`src/rtl/output_port_allocator_if.sv`:
```
// Request, credit and grant bundle between the input ports and one output port allocator.
// The allocator connects through the slave modport; the requesting side uses master.
interface output_port_allocator_if #(
  parameter int PORTS  = 5,
  parameter int VC_NUM = 4,
  parameter int VC_W   = 2,
  parameter int CNT_W  = 3
);
  logic [PORTS-1:0]        req;
  logic [PORTS*VC_W-1:0]   req_vc;
  logic [PORTS-1:0]        req_head;
  logic [PORTS-1:0]        req_tail;
  logic [VC_NUM-1:0]       credit_in;
  logic [PORTS-1:0]        grant;
  logic [VC_W-1:0]         grant_vc;
  logic                    grant_valid;
  logic [VC_NUM*CNT_W-1:0] credit_cnt;
  logic [VC_NUM-1:0]       vc_busy;
  logic                    credit_err;

  modport master (
    output req, req_vc, req_head, req_tail, credit_in,
    input  grant, grant_vc, grant_valid, credit_cnt, vc_busy, credit_err
  );

  modport slave (
    input  req, req_vc, req_head, req_tail, credit_in,
    output grant, grant_vc, grant_valid, credit_cnt, vc_busy, credit_err
  );
endinterface

```
`src/rtl/output_port_allocator.sv`:
```
// Per-output-port switch/VC allocator: round-robin grant among eligible input ports,
// per-VC packet locking (head..tail) and downstream credit tracking.
module output_port_allocator #(
  parameter int PORTS     = 5,
  parameter int VC_NUM    = 4,
  parameter int VC_W      = 2,
  parameter int BUF_DEPTH = 4,
  parameter int CNT_W     = 3
) (
  input  logic                   clk,
  input  logic                   reset,
  output_port_allocator_if.slave bus
);
  localparam int PW = (PORTS > 1) ? $clog2(PORTS) : 1;
  localparam logic [0:0] VC_FREE  = 1'b0;
  localparam logic [0:0] VC_ALLOC = 1'b1;
  localparam logic [CNT_W-1:0] CNT_FULL = CNT_W'(BUF_DEPTH);

  logic [PORTS-1:0][VC_W-1:0]   port_vc;
  logic [PORTS-1:0]             elig;
  logic [VC_NUM-1:0][CNT_W-1:0] cnt_vec;
  logic [VC_NUM-1:0]            alloc_vec;
  logic [VC_NUM-1:0][PW-1:0]    owner_vec;
  logic [VC_NUM-1:0]            overflow;

  logic [PW-1:0]    rr_ptr_reg;
  logic [PW-1:0]    rr_ptr_next;
  logic             credit_err_reg;
  logic             credit_err_next;

  logic             arb_hit;
  logic             grant_found;
  logic [PW-1:0]    grant_sel;
  logic [PW:0]      arb_sum;
  logic [PW-1:0]    arb_idx;
  logic [PORTS-1:0] grant_oh;
  logic [VC_W-1:0]  gnt_vc;
  logic             gnt_head;
  logic             gnt_tail;

  genvar gi;

  // A head may only open a FREE VC; body/tail flits only continue the owner's packet.
  generate
    for (gi = 0; gi < PORTS; gi++) begin : g_port
      logic [VC_W-1:0] vc;
      assign vc          = bus.req_vc[gi*VC_W +: VC_W];
      assign port_vc[gi] = vc;
      assign elig[gi]    = bus.req[gi] && (cnt_vec[vc] != '0) &&
                           (bus.req_head[gi] ? !alloc_vec[vc]
                                             : (alloc_vec[vc] && (owner_vec[vc] == PW'(gi))));
    end
  endgenerate

  always_comb begin
    arb_hit   = 1'b0;
    grant_sel = '0;
    arb_sum   = '0;
    arb_idx   = '0;
    for (int k = 0; k < PORTS; k++) begin
      arb_sum = {1'b0, rr_ptr_reg} + (PW+1)'(k);
      if (arb_sum >= (PW+1)'(PORTS)) begin
        arb_sum = arb_sum - (PW+1)'(PORTS);
      end
      arb_idx = arb_sum[PW-1:0];
      if (!arb_hit && elig[arb_idx]) begin
        arb_hit   = 1'b1;
        grant_sel = arb_idx;
      end
    end
  end

  // Grants are suppressed for as long as reset is held low.
  assign grant_found = arb_hit && reset;

  always_comb begin
    grant_oh = '0;
    gnt_vc   = '0;
    gnt_head = 1'b0;
    gnt_tail = 1'b0;
    for (int p = 0; p < PORTS; p++) begin
      if (grant_found && (grant_sel == PW'(p))) begin
        grant_oh[p] = 1'b1;
        gnt_vc      = port_vc[p];
        gnt_head    = bus.req_head[p];
        gnt_tail    = bus.req_tail[p];
      end
    end
  end

  always_comb begin
    rr_ptr_next = rr_ptr_reg;
    if (grant_found) begin
      rr_ptr_next = (grant_sel == PW'(PORTS-1)) ? '0 : grant_sel + PW'(1);
    end
  end

  assign credit_err_next = credit_err_reg | (|overflow);

  always_ff @(posedge clk) begin
    if (!reset) begin
      rr_ptr_reg     <= '0;
      credit_err_reg <= 1'b0;
    end else begin
      rr_ptr_reg     <= rr_ptr_next;
      credit_err_reg <= credit_err_next;
    end
  end

  generate
    for (gi = 0; gi < VC_NUM; gi++) begin : g_vc
      logic [0:0]       state_reg;
      logic [0:0]       state_next;
      logic [PW-1:0]    owner_reg;
      logic [PW-1:0]    owner_next;
      logic [CNT_W-1:0] cnt_reg;
      logic [CNT_W-1:0] cnt_next;
      logic             vc_grant;
      logic             vc_credit;

      assign vc_grant     = grant_found && (gnt_vc == VC_W'(gi));
      assign vc_credit    = bus.credit_in[gi];
      assign overflow[gi] = vc_credit && !vc_grant && (cnt_reg == CNT_FULL);

      // A head+tail flit passes through a FREE VC without locking it.
      always_comb begin
        state_next = state_reg;
        owner_next = owner_reg;
        case (state_reg)
          VC_FREE: begin
            if (vc_grant && gnt_head && !gnt_tail) begin
              state_next = VC_ALLOC;
              owner_next = grant_sel;
            end
          end
          VC_ALLOC: begin
            if (vc_grant && gnt_tail && (grant_sel == owner_reg)) begin
              state_next = VC_FREE;
            end
          end
        endcase
      end

      always_comb begin
        cnt_next = cnt_reg;
        if (vc_grant && !vc_credit) begin
          cnt_next = cnt_reg - CNT_W'(1);
        end else if (vc_credit && !vc_grant && (cnt_reg != CNT_FULL)) begin
          cnt_next = cnt_reg + CNT_W'(1);
        end
      end

      always_ff @(posedge clk) begin
        if (!reset) begin
          state_reg <= VC_FREE;
          owner_reg <= '0;
          cnt_reg   <= CNT_FULL;
        end else begin
          state_reg <= state_next;
          owner_reg <= owner_next;
          cnt_reg   <= cnt_next;
        end
      end

      assign cnt_vec[gi]   = cnt_reg;
      assign alloc_vec[gi] = (state_reg == VC_ALLOC);
      assign owner_vec[gi] = owner_reg;
    end
  endgenerate

  assign bus.grant       = grant_oh;
  assign bus.grant_vc    = gnt_vc;
  assign bus.grant_valid = grant_found;
  assign bus.credit_cnt  = cnt_vec;
  assign bus.vc_busy     = alloc_vec;
  assign bus.credit_err  = credit_err_reg;

endmodule

```
`src/flat_wrapper.sv`:
```
// flat-port wrapper written by rule: the top's interface ports become plain ports
module output_port_allocator_flat 
#(
  parameter int PORTS     = 5,
  parameter int VC_NUM    = 4,
  parameter int VC_W      = 2,
  parameter int BUF_DEPTH = 4,
  parameter int CNT_W     = 3
)
  (clk, reset, bus_req, bus_req_vc, bus_req_head, bus_req_tail, bus_credit_in, bus_grant, bus_grant_vc, bus_grant_valid, bus_credit_cnt, bus_vc_busy, bus_credit_err);
  output_port_allocator_if #(.PORTS(PORTS), .VC_NUM(VC_NUM), .VC_W(VC_W), .CNT_W(CNT_W)) bus_i ();
  input  logic clk;
  input  logic reset;
  input wire logic [$bits(bus_i.req)-1:0] bus_req;
  input wire logic [$bits(bus_i.req_vc)-1:0] bus_req_vc;
  input wire logic [$bits(bus_i.req_head)-1:0] bus_req_head;
  input wire logic [$bits(bus_i.req_tail)-1:0] bus_req_tail;
  input wire logic [$bits(bus_i.credit_in)-1:0] bus_credit_in;
  output wire logic [$bits(bus_i.grant)-1:0] bus_grant;
  output wire logic [$bits(bus_i.grant_vc)-1:0] bus_grant_vc;
  output wire logic [$bits(bus_i.grant_valid)-1:0] bus_grant_valid;
  output wire logic [$bits(bus_i.credit_cnt)-1:0] bus_credit_cnt;
  output wire logic [$bits(bus_i.vc_busy)-1:0] bus_vc_busy;
  output wire logic [$bits(bus_i.credit_err)-1:0] bus_credit_err;
  assign bus_i.req = bus_req;
  assign bus_i.req_vc = bus_req_vc;
  assign bus_i.req_head = bus_req_head;
  assign bus_i.req_tail = bus_req_tail;
  assign bus_i.credit_in = bus_credit_in;
  assign bus_grant = bus_i.grant;
  assign bus_grant_vc = bus_i.grant_vc;
  assign bus_grant_valid = bus_i.grant_valid;
  assign bus_credit_cnt = bus_i.credit_cnt;
  assign bus_vc_busy = bus_i.vc_busy;
  assign bus_credit_err = bus_i.credit_err;
  output_port_allocator #(.PORTS(PORTS), .VC_NUM(VC_NUM), .VC_W(VC_W), .BUF_DEPTH(BUF_DEPTH), .CNT_W(CNT_W)) u_core (.clk(clk), .reset(reset), .bus(bus_i));
endmodule
```
`config.mk`:
```
export PLATFORM = sky130hd
export DESIGN_NAME = output_port_allocator_flat
export DESIGN_NICKNAME = d
export VERILOG_FILES = /design/src/rtl/output_port_allocator_if.sv /design/src/rtl/output_port_allocator.sv /design/src/flat_wrapper.sv
export SDC_FILE = /design/constraint.sdc
export NUM_CORES = 1
export LEC_CHECK = 0
export BUFFER_PORTS_ARGS = -buffer_cell sky130_fd_sc_hd__clkbuf_2
export CORE_MARGIN = 2
export CORE_UTILIZATION = 55
export CTS_CLUSTER_SIZE = 12
export DETAILED_ROUTE_END_ITERATION = 10
export PLACE_DENSITY = 0.76
export SYNTH_ARGS = -nofsm -noshare
export SYNTH_HDL_FRONTEND = slang
export SYNTH_SLANG_ARGS = --single-unit
export TNS_END_PERCENT = 1
```
`constraint.sdc`:
```
create_clock -name clk -period 8.5 [get_ports clk]
set_input_delay 1.275 -clock clk [delete_from_list [all_inputs] [get_ports clk]]
set_output_delay 1.275 -clock clk [all_outputs]
set_load 0.05 [all_outputs]
```
==> results of run 1 <==
## cell families after synthesis
logic type,count (synthesis),share of synthesized area [%]
AO/OA/AOI/OAI,140,24.8
XOR/XNOR,28,5.70
adder cells (fa/ha/maj),16,5.52
buffers and inverters,81,7.73
flip-flops,32,14.9
multiplexers,42,9.85
AND/OR/NAND/NOR,220,31.5
## worst register-to-register path, delay by kind of cell, from the launching register on
family | cells | cell delay (ps)
compound gates | 9 | 2410
flops | 1 | 310
xor+xnor | 1 | 340
simple gates | 6 | 1850
fa+ha+maj | 4 | 1440
buf+inv | 2 | 580
## routing by layer
metal  vias to the layer above  track usage (%)  routed length [microns]
met1                      2165             39.6                     5440
met4                         0             11.3                      324
met5                         -                0                        0
met2                       194             52.4                     6370
li1                       2147                -                        -
met3                        32             3.50                      874
## Yosys cell counts, types with 6 or more instances
| cell | count |
|---|---|
| nor3_1 | 16 |
| buf_2 | 9 |
| nor4b_1 | 11 |
| nand4_1 | 9 |
| nand3b_1 | 8 |
| a31oi_1 | 6 |
| a21oi_1 | 31 |
| dfxtp_1 | 32 |
| o21ai_0 | 17 |
| nor4_1 | 7 |
| inv_1 | 42 |
| and2_1 | 6 |
| nand3_1 | 17 |
| clkbuf_1 | 21 |
| nor4bb_1 | 7 |
| nand2_1 | 54 |
| mux2i_1 | 39 |
| ha_1 | 11 |
| o22ai_1 | 7 |
| xor2_1 | 8 |
| and3_1 | 9 |
| a21o_1 | 9 |
| xnor2_1 | 20 |
| nor2_1 | 25 |
## layout make-up
class	instances	area (sq um)
Multi-Input combinational cell	446	3330
Tap cell	102	128
Clock inverter	1	5.00
Fill cell	710	3010
Timing Repair Buffer	57	290
Sequential cell	32	641
Clock buffer	6	72.6
Inverter	45	169
## worst min path at each step
| stage | start | depth (start not counted) | endpoint | slack, ps |
|---|---|---|---|---|
| floorplan | u_core.g_vc[0].owner_reg[1]$_SDFFE_PN0P_ | 2 | u_core.g_vc[0].owner_reg[1]$_SDFFE_PN0P_ | 500 |
| global placement | u_core.bus.credit_err$_SDFF_PN0_ | 2 | u_core.bus.credit_err$_SDFF_PN0_ | 460 |
| detailed placement | u_core.bus.credit_err$_SDFF_PN0_ | 2 | u_core.bus.credit_err$_SDFF_PN0_ | 470 |
| CTS | u_core.bus.credit_err$_SDFF_PN0_ | 2 | u_core.bus.credit_err$_SDFF_PN0_ | 480 |
| global route | u_core.bus.credit_err$_SDFF_PN0_ | 2 | u_core.bus.credit_err$_SDFF_PN0_ | 490 |
| finish | u_core.bus.credit_err$_SDFF_PN0_ | 2 | u_core.bus.credit_err$_SDFF_PN0_ | 470 |
## stage by stage
step	area (sq um)	hold WS, ps	setup WS (ps)
finish	4640	473	804
global route	4640	489	374
CTS	4640	480	903
detailed placement	4560	472	913
global placement	4560	458	1110
floorplan	4310	496	1490
==> results.yml, run 1 <==
worst_setup_path:
  cp.depth: 19
  crit_path_max_fanout: 13
  worst-path-buf-inv: 4
  reg2regPathDepth: 22
  worstReg2RegStart: "u_core.rr_ptr_reg[0]$_SDFFE_PN0P_"
  arrival_ps: 6420
  rr_endpoint: "u_core.g_vc[3].cnt_reg[2]$_SDFFE_PN1P_"
  cp.required_ps: 7220
  rrSetupSlack_ps: 1520
  crit_path_end_kind: "output pin"
  setup.worst_path.end: "bus_grant_vc[0]"
  start_kind: "input pin"
  critPathLaunch: "bus_req_vc[6]"
  path_cells: "clkbuf_2 -> nor4bb_1 -> nor4_1 -> nor4_1 -> o21ai_1 -> a311o_1 -> o22ai_1 -> o31ai_1 -> a21o_1 -> nand2_1 -> inv_1 -> ha_1 -> ha_1 -> a21oi_1 -> nor4b_1 -> a41oi_4 -> and2_1 -> inv_1 -> clkbuf_2"
  crit_family: "simple AND/OR/NAND/NOR gates"
  slowest_stage: "nor4_1"
  max_stage_delay_ps: 550
  crit_type: "input pin to output pin"
min_path:
  hp-class: "flip-flop to flip-flop"
clock_tree:
  cts_tree: "built"
  holdBufCountCts: 0
  cts_buffer_depth: 2
  ctsResizeCount: 0
  cts_sinks: 32
  clock_latency_ps: 290
  post-cts-setup-buffers: 0
  tritoncts.num_buffers: 5
  cts_root_buf: "clkbuf_8"
  clkTransAtPathRegs_ps: 70
  htree_levels: 2
timing:
  finalCritPeriodShare_pct: 90.5
  fmax_mhz: 130
  rsz0062_at_grt: "no"
  hold_viol: 0
  period_minus_slack_ps: 7700
  finalSetupViolations: 0
  relSlewSlack_pct: 42.3
  setup_tns_ps: 0
  skew_ps: 6.53
  final-max-slew-violation-count: 0
  tightest_slew_ps: 859
status:
  outcome: "completed"
synth:
  synth-seq-cells: 32
  yosysSeqAreaShare_pct: 14.9
  syn_inst: 559
  synth_edf_count: 0
  synthTopCellsByArea: "dfxtp_1 15%, mux2i_1 9.1%, nand2_1 4.7%"
  synth.avg_cell_area_sq_um: 7.70
  syn_nets: 606
  synth_top_area_cell: "dfxtp_1"
  syn_area_sq_mm: 0.00431
  async_reset_ff_share_pct: 0
  ys_types: 96
  yosysTopAreaCellShare_pct: 14.9
  synth_top_flop_cell: "dfxtp_1"
  synth_warnings: 0
layout:
  layout_commonest_cell: "clkbuf_2"
  layoutNonFillerInstCount: 689
  nNetsFinal: 634
  final_util_pct: 60.6
  drive_gt1_share_pct: 16.7
  layout_common_cells: "55 x clkbuf_2, 54 x nand2_1, 42 x inv_1"
  syn_to_final_growth_pct: 7.70
  antenna_cells: 0
global_route:
  grt_pass1_vias: 4229
  antenna_found_initial: 0
  grt-ovfl-total: 0
  grt_max_degree: 31
  grt_pass1_wl_microns: 21100
  track_usage_pct: 30.6
floorplanning:
  core-area_sq_mm: 0.00765
  chipHeight_microns: 92.5
  die_area_sq_mm: 0.00855
  die_width_microns: 92.5
  initial_core_util_pct: 56.3
  rows: 32
  io-pin-count: 56
place:
  io_buffer_count: 55
  place_congestion: 1.00
  hpwl_microns: 10100
  dp.cells: 682
routing:
  first_iter_violations: 293
  drc: 0
  ant_nets: 0
  drtPass1Iterations: 5
  wl_microns: 13000
  viasPerCell: 6.59
  vias: 4538
  wire_per_inst_microns: 18.9
flow_run:
  cap_violations: 0
Power of run 1 is not shown: default switching activity piles up to over one toggle a cycle in this logic, so the estimate is an artifact.
==> inputs of run 2 (changes only) <==
--- a/config.mk
+++ b/config.mk
@@ -5,12 +5,14 @@
 export SDC_FILE = /design/constraint.sdc
 export NUM_CORES = 1
 export LEC_CHECK = 0
+export ABC_AREA = 1
 export BUFFER_PORTS_ARGS = -buffer_cell sky130_fd_sc_hd__clkbuf_2
 export CORE_MARGIN = 2
 export CORE_UTILIZATION = 55
+export CTS_BUF_LIST = sky130_fd_sc_hd__clkbuf_16
 export CTS_CLUSTER_SIZE = 12
 export DETAILED_ROUTE_END_ITERATION = 10
-export PLACE_DENSITY = 0.76
+export PLACE_DENSITY = 0.77
 export SYNTH_ARGS = -nofsm -noshare
 export SYNTH_HDL_FRONTEND = slang
 export SYNTH_SLANG_ARGS = --single-unit
==> run 2 against run 1 <==
Register-to-register slack improved by 1100 ps; maximum frequency increased by 17%; sequential share of layout area increased by 0.47 points; synthesized cell count increased by 19%; global-route usage about the same; setup slack improved by 1100 ps; die area decreased by 6.0%; wire length decreased by 7.9%; critical endpoint is now bus_grant_vc[1]; highest routed layer unchanged.
==> results.yml, run 2 <==
status:
  outcome: "completed"
synth:
  synth_top_flop_cell: "dfxtp_1"
  synthTopCellsByArea: "dfxtp_1 16%, nand2_1 15%, nand3_1 12%"
  synth_edf_count: 0
  synth-seq-cells: 32
  synth_warnings: 0
  yosysSeqAreaShare_pct: 15.9
  ys_types: 41
  syn_nets: 715
  syn_inst: 668
  syn_area_sq_mm: 0.00404
  yosysTopAreaCellShare_pct: 15.9
  ys_top_cells_by_count: "163 x nand2_1, 100 x nand3_1, 87 x nor2_1"
  async_reset_ff_share_pct: 0
  synth.avg_cell_area_sq_um: 6.04
  synth.most_common_cell: "nand2_1"
  synth_top_area_cell: "dfxtp_1"
timing:
  period_minus_slack_ps: 6560
  setup_tns_ps: 0
  skew_ps: 3.01
  final-max-slew-violation-count: 0
  hold_viol: 0
  whs_ps: 512
  finalSetupViolations: 0
  tightest_slew_ps: 671
  relSlewSlack_pct: 55.1
  fmax_mhz: 152
  rsz0062_at_grt: "no"
  finalCritPeriodShare_pct: 77.2
routing:
  drtPass1Iterations: 5
  wire_per_inst_microns: 14.7
  wl_microns: 12000
  vias: 4414
  ant_nets: 0
  first_iter_violations: 323
  drc: 0
  viasPerCell: 5.42
clock_tree:
  clkTransAtPathRegs_ps: 50
  clock_latency_ps: 280
  cts_sinks: 32
  cts_root_buf: "clkbuf_16"
  htree_levels: 2
  post-cts-setup-buffers: 0
  cts_buffer_depth: 2
  tritoncts.num_buffers: 5
  ctsResizeCount: 0
  holdBufCountCts: 0
  cts_tree: "built"
min_path:
  hold_depth: 2
  hold_path_end: "u_core.g_vc[3].cnt_reg[2]$_SDFFE_PN1P_"
  hp-class: "flip-flop to flip-flop"
  hp-start: "u_core.g_vc[3].cnt_reg[2]$_SDFFE_PN1P_"
worst_setup_path:
  cp.required_ps: 7220
  rr_endpoint: "u_core.g_vc[2].cnt_reg[2]$_SDFFE_PN1P_"
  crit_path_end_kind: "output pin"
  arrival_ps: 5280
  crit_type: "flip-flop to output pin"
  crit_path_max_fanout: 13
  reg2regPathDepth: 31
  worstReg2RegStart: "u_core.rr_ptr_reg[0]$_SDFFE_PN0P_"
  rrSetupSlack_ps: 2600
  start_kind: "flip-flop"
global_route:
  grtUsageMet1_pct: 41.3
  grt_pass1_wl_microns: 19000
  track_usage_pct: 30.6
  grt_max_degree: 26
  gr-max-usage-layer: "met2"
  grt_use_met2_pct: 50.7
  grt-ovfl-total: 0
  globalRouteMet3Util_pct: 5.30
  grt_pass1_vias: 3920
  antenna_found_initial: 0
place:
  dp.cells: 808
  hpwl_microns: 9580
  place_congestion: 0.959
  io_buffer_count: 55
layout:
  syn_to_final_growth_pct: 11.1
  layout_commonest_cell: "nand2_1"
  antenna_cells: 0
  final_util_pct: 62.5
  nNetsFinal: 763
  layout_common_cells: "163 x nand2_1, 100 x nand3_1, 87 x nor2_1"
  drive_gt1_share_pct: 20.9
  layoutNonFillerInstCount: 815
floorplanning:
  core-area_sq_mm: 0.00718
  die_width_microns: 89.7
  initial_core_util_pct: 56.3
  rows: 31
  chipHeight_microns: 89.7
  die_area_sq_mm: 0.00804
  io-pin-count: 56
flow_run:
  cap_violations: 0
[run 2: cell count changes after synthesis, moves of 16 or more]
cell | before | now
clkbuf_1 | 21 | 2
nand2_2 | 0 | 17
nand3_1 | 17 | 100
mux2i_1 | 39 | 0
xnor2_1 | 20 | 4
nor2_1 | 25 | 87
inv_1 | 42 | 74
nand2_1 | 54 | 163
[run 2: how the worst max path moves through the flow]
stage / start / end / depth (start not counted)
detailed placement: bus_req_vc[0] / bus_grant_vc[1] / 25
finish: u_core.rr_ptr_reg[0]$_SDFFE_PN0P_ / bus_grant_vc[1] / 24
floorplan: bus_req_vc[2] / bus_grant_vc[1] / 26
global route: u_core.rr_ptr_reg[0]$_SDFFE_PN0P_ / bus_grant_vc[1] / 26
CTS: u_core.rr_ptr_reg[0]$_SDFFE_PN0P_ / bus_grant_vc[1] / 26
global placement: bus_req_vc[0] / bus_grant_vc[1] / 25
[run 2: cell families (layout without fill, tap and decap cells)]
logic type / Yosys count / in the layout / synth area share [%]
compound gates: 57 / 57 / 7.65
xor+xnor: 18 / 18 / 4.46
fa+ha+maj: 16 / 16 / 5.89
buf+inv: 111 / 159 / 11.4
flops: 32 / 32 / 15.9
simple gates: 434 / 434 / 54.7
[run 2: worst max-delay path, cell delays in order, from the launching register on]
cell	delay (ps)
dfxtp_1	460
inv_2	200
ha_1	170
inv_1	60
fa_1	470
nor2_1	170
nor2_2	80
o21ai_0	530
nor2_1	150
nand2_1	100
nand2_1	50
nor2_1	80
nand2_1	60
nand2_2	150
nor2_8	80
nand3_1	80
nand3_1	490
ha_1	440
ha_1	170
inv_1	60
nor2_2	80
a21oi_1	300
nand2_2	140
nand2_8	120
clkbuf_2	300
[run 2: layer usage]
metal  share of wire [%]  vias to the layer above
met5                   0                        -
met1                  44                     2000
li1                    -                     2226
met4                 1.3                        0
met2                  47                      172
met3                 7.9                       16
[run 2: through the flow]
step | instance area, sq um | worst slack (ps)
final | 4490 | 1940
after global routing | 4490 | 1590
after CTS | 4490 | 1990
after detailed placement | 4350 | 2290
after global placement | 4350 | 2410
after floorplan | 4040 | 2760
[run 2: area by class of cell]
class                   count  area [sq um]
multi-input cells         525          2940
fillers                   711          2690
flip-flops and latches     32           641
inverters                  97           377
repair buffers             55           275
clock buffers               5           125
well taps                  99           124
clock inverters             2          8.76
Power of run 2 is left out for the same reason.
